`src/rtl/qupls_merge_pkg.sv`:
```
// Shared types and width helpers for the response merger and its channel FIFOs.
// Latency: n/a (types and constant functions only).
// Backpressure: n/a.
package qupls_merge_pkg;

    typedef enum logic {
        ARB_RR    = 1'b0,
        ARB_FIXED = 1'b1
    } arb_mode_e;

    // Width of a channel index. At least one bit, so a 1-channel build still elaborates.
    function automatic int chan_w(input int channels);
        return (channels > 1) ? $clog2(channels) : 1;
    endfunction

    // Width of an occupancy count. The extra bit lets the count represent DEPTH itself.
    function automatic int cnt_w(input int depth);
        return $clog2(depth) + 1;
    endfunction

endpackage

```
`src/rtl/qupls_resp_fifo.sv`:
```
// Per-channel response FIFO with a show-ahead head (dout is the oldest entry).
// Latency: a push is visible on dout/empty the cycle after the push edge.
// Backpressure: push is ignored when full, unless pop happens in the same cycle.
// Ports: push/din write, pop/dout read, full/empty/count status.
module qupls_resp_fifo
    import qupls_merge_pkg::*;
#(
    parameter int WIDTH = 300,
    parameter int DEPTH = 4
) (
    input  logic                      clk_i,
    input  logic                      rst_i,
    input  logic                      push,
    input  logic                      pop,
    input  logic [WIDTH-1:0]          din,
    output logic [WIDTH-1:0]          dout,
    output logic                      full,
    output logic                      empty,
    output logic [cnt_w(DEPTH)-1:0]   count
);

    localparam int AW = $clog2(DEPTH);
    localparam int CW = cnt_w(DEPTH);

    logic [WIDTH-1:0] mem [DEPTH];
    logic [AW-1:0]    wr_ptr;
    logic [AW-1:0]    rd_ptr;
    logic [CW-1:0]    cnt;
    logic             wr_en;
    logic             rd_en;

    // A full FIFO frees its head slot on the same edge, so a simultaneous push fits.
    assign wr_en = push && (!full || pop);
    assign rd_en = pop && !empty;

    // Pointers wrap naturally because DEPTH is a power of two.
    always_ff @(posedge clk_i or posedge rst_i) begin
        if (rst_i) begin
            wr_ptr <= '0;
            rd_ptr <= '0;
            cnt    <= '0;
        end else begin
            if (wr_en) wr_ptr <= wr_ptr + AW'(1);
            if (rd_en) rd_ptr <= rd_ptr + AW'(1);
            case ({wr_en, rd_en})
                2'b10:   cnt <= cnt + CW'(1);
                2'b01:   cnt <= cnt - CW'(1);
                default: cnt <= cnt;
            endcase
        end
    end

    // Payload storage carries no reset; validity is tracked entirely by cnt.
    always_ff @(posedge clk_i) begin
        if (wr_en) mem[wr_ptr] <= din;
    end

    assign dout  = mem[rd_ptr];
    assign full  = (cnt == CW'(DEPTH));
    assign empty = (cnt == '0);
    assign count = cnt;

endmodule

```
`src/rtl/qupls_resp_merge.sv`:
```
// Merges CHANNELS response sources onto one registered response bus (RR or fixed priority).
// Latency: 2 cycles from resp_valid_i to resp_valid_o (push edge, then pop edge).
// Backpressure: resp_ready_i=0 holds the output register; FIFOs absorb, overflow drops and sets ovf_o.
// Ports: resp_valid_i/resp_i per-channel inputs; resp_o/resp_valid_o/resp_chan_o/resp_ready_i merged output;
//        ovf_o/ovf_clr_i sticky overflow flags; busy_o any work pending.
module qupls_resp_merge
    import qupls_merge_pkg::*;
#(
    parameter int    CHANNELS = 4,
    parameter int    RESP_W   = 300,
    parameter int    DEPTH    = 4,
    parameter string ARB_MODE = "RR"
) (
    input  logic                          clk_i,
    input  logic                          rst_i,
    input  logic [CHANNELS-1:0]           resp_valid_i,
    input  logic [CHANNELS*RESP_W-1:0]    resp_i,
    output logic [RESP_W-1:0]             resp_o,
    output logic                          resp_valid_o,
    input  logic                          resp_ready_i,
    output logic [chan_w(CHANNELS)-1:0]   resp_chan_o,
    output logic [CHANNELS-1:0]           ovf_o,
    input  logic [CHANNELS-1:0]           ovf_clr_i,
    output logic                          busy_o
);

    localparam int        CHAN_W = chan_w(CHANNELS);
    localparam int        CNT_W  = cnt_w(DEPTH);
    localparam arb_mode_e MODE   = (ARB_MODE == "FIXED") ? ARB_FIXED : ARB_RR;

    logic [RESP_W-1:0]   head [CHANNELS];
    logic [CNT_W-1:0]    cnt  [CHANNELS];
    logic [CHANNELS-1:0] full;
    logic [CHANNELS-1:0] empty;
    logic [CHANNELS-1:0] occupied;
    logic [CHANNELS-1:0] pop;
    logic [CHANNELS-1:0] ovf_set;
    logic [CHAN_W-1:0]   grant;
    logic                grant_vld;
    logic [CHAN_W-1:0]   last_grant;
    logic                free;
    logic                take;

    for (genvar k = 0; k < CHANNELS; k++) begin : g_chan
        qupls_resp_fifo #(
            .WIDTH (RESP_W),
            .DEPTH (DEPTH)
        ) u_fifo (
            .clk_i (clk_i),
            .rst_i (rst_i),
            .push  (resp_valid_i[k]),
            .pop   (pop[k]),
            .din   (resp_i[k*RESP_W +: RESP_W]),
            .dout  (head[k]),
            .full  (full[k]),
            .empty (empty[k]),
            .count (cnt[k])
        );

        assign occupied[k] = |cnt[k];
        // A word arriving at a full FIFO is lost only if no slot opens on this edge.
        assign ovf_set[k]  = resp_valid_i[k] & full[k] & ~pop[k];
    end

    // Scan all channels starting from the highest-priority one; first non-empty wins.
    always_comb begin
        int idx;
        idx       = 0;
        grant     = '0;
        grant_vld = 1'b0;
        for (int i = 0; i < CHANNELS; i++) begin
            if (MODE == ARB_FIXED) idx = i;
            else                   idx = int'(last_grant) + 1 + i;
            if (idx >= CHANNELS) idx = idx - CHANNELS;
            if (!grant_vld && !empty[idx]) begin
                grant_vld = 1'b1;
                grant     = CHAN_W'(idx);
            end
        end
    end

    assign free = !resp_valid_o || resp_ready_i;
    assign take = free && grant_vld;
    assign pop  = take ? (CHANNELS'(1) << grant) : '0;

    always_ff @(posedge clk_i or posedge rst_i) begin
        if (rst_i) begin
            resp_o       <= '0;
            resp_valid_o <= 1'b0;
            resp_chan_o  <= '0;
            // Starting just below channel 0 gives channel 0 the first turn.
            last_grant   <= CHAN_W'(CHANNELS - 1);
            ovf_o        <= '0;
        end else begin
            if (free) begin
                resp_valid_o <= grant_vld;
                if (grant_vld) begin
                    resp_o      <= head[grant];
                    resp_chan_o <= grant;
                    last_grant  <= grant;
                end
            end
            // A new overflow in the same cycle as its clear keeps the flag set.
            ovf_o <= (ovf_o & ~ovf_clr_i) | ovf_set;
        end
    end

    assign busy_o = (|occupied) | resp_valid_o;

endmodule

```
`config.mk`:
```
export PLATFORM = sky130hd
export DESIGN_NAME = qupls_resp_merge
export DESIGN_NICKNAME = d
export VERILOG_FILES = /design/src/rtl/qupls_merge_pkg.sv /design/src/rtl/qupls_resp_fifo.sv /design/src/rtl/qupls_resp_merge.sv
export SDC_FILE = /design/constraint.sdc
export NUM_CORES = 2
export LEC_CHECK = 0
export ABC_CLOCK_PERIOD_IN_PS = 21400
export CAP_MARGIN = 20
export CORE_AREA = 2 2 673 675
export DETAILED_ROUTE_END_ITERATION = 6
export DIE_AREA = 0 0 675 677
export PLACE_DENSITY = 0.6
export SLEW_MARGIN = 0
export SYNTH_ARGS = -nofsm -noshare
export SYNTH_HDL_FRONTEND = slang
export SYNTH_MEMORY_MAX_BITS = 65536
export SYNTH_SLANG_ARGS = --single-unit
```
`constraint.sdc`:
```
create_clock -name clk_i -period 21.4 [get_ports clk_i]
set_input_delay 4.28 -clock clk_i [delete_from_list [all_inputs] [get_ports clk_i]]
set_output_delay 4.28 -clock clk_i [all_outputs]
set_load 0.02 [all_outputs]
```
==> metrics <==
Cell Area, Synth 0.1928 mm^2; initial antenna violation count 355; R2R Path Start g_chan[3].u_fifo.count[0]; Leak 75.80 nW; Finished Core Util 51.97%; minimum clock period 8.938 ns; GRT Resource Usage Total 24.62%; register area share after synthesis 79.12%; Setup TNS Final 0 ns; internal reg-to-reg setup slack 14.68 ns; wire per inst 34.18 um; Mapped Avg Cell Area 23.11 um^2; area added between synthesis and finish 21.44%; clock buffer depth 4; cell total after placement 15541; Crit path top cell by count buf_4; hold wc startpoint resp_chan_o[1]; total core area 0.4506 mm^2; YS warnings 0; Root Buffer clkbuf_16; DR iter-0 viols 12539; Final Wtd Congestion 0.8389; clk sinks 5137; CP arrival 9.58 ns; CP Max Fanout 62; #FFs+latches synth 5137; fraction of layout cells with a size suffix above 1 22.48%; Hold Path End resp_chan_o[1]; aggregate global routing overflow 0; syn nets 9580; crit-path cells clkdlybuf4s50_1 -> nor2b_1 -> or2_4 -> o2111ai_1 -> and3_4 -> buf_4 -> buf_4 -> buf_4; vias 97929; Hold Violations, Final 0; Synth Flop Type edfxtp_1; Post-CTS Repair Setup Buffers 0; worst reg2reg path endpoint g_chan[2].u_fifo.mem[0][257]; unrepaired setup endpoints after global routing no; CTS Hold Bufs 0; clk_lat worst skew 1.03 ns; Row Count 247; drt pass-1 iters 7; power density over the cells 150.1 mW/mm^2; Post-Route WL 572600 um; first-pass GRT wire length 788300 um; period utilization 41.77%; Post-DRT Antenna Nets 0; Post-synth EDFFs 4800; DR vias/cell 5.846; Num CTS Buffers 542; DRC Markers 0; clock slew at reported path FFs 0.06 ns; final hold slack 0.4852 ns; setup violators final 0; DP Wirelength 380300 um; ys async rst share 6.560%; largest net degree at the start of global routing 138; Req. time, crit path 22.04 ns; max_slew headroom 21.91%; fin. max-slew vios 0; CTS resizes 0; CTS tree built; CP Launch Type input port; Chip Height 677 um; die width 675 um; CP bufs+invs 4; Worst path max stage delay 0.94 ns; Register-to-Register Path Depth 10; I/O Buffers 1518; HP Class reg2reg; Synth cell types 54; I/O pins 1519; Hold Path Stages 1; Top Family by Delay on Critical Path buffers and inverters; outcome complete, no violations; Initial Util 42.80%; Least-Margin Pin Slew 1.171 ns; Post-layout nets 11345; CTS H-tree depth 6; Max rail drop VDD 199.1 uV; slowest CP cell buf_4; Die ar. 0.4570 mm^2; number of global-route vias before repair 98900; Fmax achieved 111.9 MHz; Cells after Synth 8345; non-filler instance count after layout 16752; Final Skew 0.06910 ns; total of max-cap violations 0; Critical Path Sink Type flip-flop; Crit Path Category in2reg
[synth_stat cells (all sizes together) (2+ instances only)]
cell type | instances | share of area [%]
buf | 135 | 0.39
xnor2 | 12 | 0.055
dfstp | 2 | 0.027
a21boi | 49 | 0.19
and3 | 11 | 0.036
nand2 | 189 | 0.37
a21o | 2 | 0.0078
xor2 | 12 | 0.055
fa | 4 | 0.042
a222oi | 163 | 0.85
or3 | 4 | 0.013
inv | 32 | 0.062
mux2 | 164 | 1.3
dfrtp | 335 | 4.3
and2 | 10 | 0.032
edfxtp | 4800 | 75
nor2 | 223 | 0.43
o22a | 89 | 0.40
a221o | 89 | 0.46
mux4 | 1200 | 14
clkbuf | 347 | 0.68
a21oi | 304 | 0.79
o21a | 2 | 0.0078
a31oi | 2 | 0.0065
nor3 | 6 | 0.018
o22ai | 53 | 0.17
mux2i | 52 | 0.27
or2 | 2 | 0.0065
nand2b | 2 | 0.0065
nor2b | 4 | 0.014
nand3 | 4 | 0.013
o21ai | 9 | 0.023
a22oi | 2 | 0.010
ha | 20 | 0.13
[worst register-to-register path, delay by kind of cell, from the launching register on]
| kind | cells | cell delay [ns] |
|---|---|---|
| DFF | 1 | 0.43 |
| buffers and inverters | 4 | 2.76 |
| AOI/OAI and AO/OA | 2 | 0.58 |
| and+or+nand+nor | 4 | 2.49 |
[metrics by stage]
| stage | instance area, um^2 | worst slack (ns) | power, W |
|---|---|---|---|
| floorplan | 192800 | 7.785 | 0.02183 |
| global placement | 215400 | 11.42 | 0.02592 |
| detailed placement | 215400 | 11.32 | 0.02609 |
| CTS | 233600 | 12.46 | 0.03558 |
| global route | 233900 | 12.25 | 0.03646 |
| finish | 234200 | 12.46 | 0.03516 |
[cell usage in the layout (no fill, tap or decap), types with 9 or more instances in the layout]
cell type / n
clkinvlp_4: 14
buf_12: 26
xnor2_1: 12
clkinv_16: 35
buf_4: 158
mux4_2: 1200
a21oi_1: 303
o22ai_1: 53
bufinv_16: 41
ha_1: 20
nand2_1: 188
and3_4: 9
a21boi_0: 49
mux2_4: 160
inv_1: 31
inv_16: 11
clkinv_2: 68
o22a_1: 89
clkinv_8: 11
a222oi_1: 163
clkbuf_8: 48
nor2_1: 221
mux2i_1: 49
edfxtp_1: 4800
clkinv_1: 76
clkbuf_16: 543
clkbuf_1: 140
a221o_1: 89
clkdlybuf4s50_1: 1518
diode_2: 216
xor2_1: 12
dfrtp_1: 327
[worst max path at each step]
| stage | slack [ns] | start | cells past startpoint | endpoint |
|---|---|---|---|---|
| floorplan | 7.79 | rst_i | 1 | g_chan[0].u_fifo.count[0] |
| global placement | 11.42 | resp_ready_i | 8 | g_chan[1].u_fifo.mem[1][98] |
| detailed placement | 11.32 | resp_ready_i | 8 | g_chan[1].u_fifo.mem[1][111] |
| CTS | 12.46 | resp_ready_i | 8 | g_chan[1].u_fifo.mem[1][98] |
| global route | 12.25 | resp_ready_i | 8 | g_chan[1].u_fifo.mem[1][83] |
| finish | 12.46 | resp_ready_i | 8 | g_chan[1].u_fifo.mem[1][98] |
[cell type report]
class	instances	area, um^2
Fill cell	34913	216400
Multi-Input combinational cell	2694	38250
Antenna cell	216	540.5
Clock inverter	263	3476
Clock buffer	731	14770
Tap cell	5976	7477
Sequential cell	5137	152600
Inverter	32	127.6
Timing Repair Buffer	1703	16930
[state kept, by name (all words and copies together), names as in the netlist]
| signal | flops |
|---|---|
| resp_o | 300 |
| ovf_o | 4 |
| resp_valid_o | 1 |
| g_chan.u_fifo.wr_ptr | 8 |
| g_chan.u_fifo.count | 12 |
| last_grant | 2 |
| g_chan.u_fifo.rd_ptr | 8 |
| g_chan.u_fifo.mem | 4800 |
| resp_chan_o | 2 |
[report_power, final]
group	total [W]	internal, W	leakage [nW]	switching, W
logic	0.0114	0.00478	19.2	0.00662
clock network	0.00948	0.00544	8.79	0.00404
registers	0.0143	0.0134	47.8	0.000876
[cell families after synthesis]
family                   synth area share, %
AO/OA/AOI/OAI                          2.963
multiplexers                           15.55
adder cells (fa/ha/maj)               0.1713
buffers and inverters                  1.126
XOR/XNOR                              0.1090
flip-flops                             79.12
AND/OR/NAND/NOR                       0.9577
[routing by layer]
metal / vias to the layer above / share of wire, % / GRT usage [%]
met5: - / 0.18 / 0
met4: 160 / 5.1 / 11.94
met3: 1214 / 8.5 / 5.592
met2: 4844 / 49 / 40.10
met1: 52375 / 37 / 31.32
li1: 39336 / - / -
(Power assumes the default switching activity.)
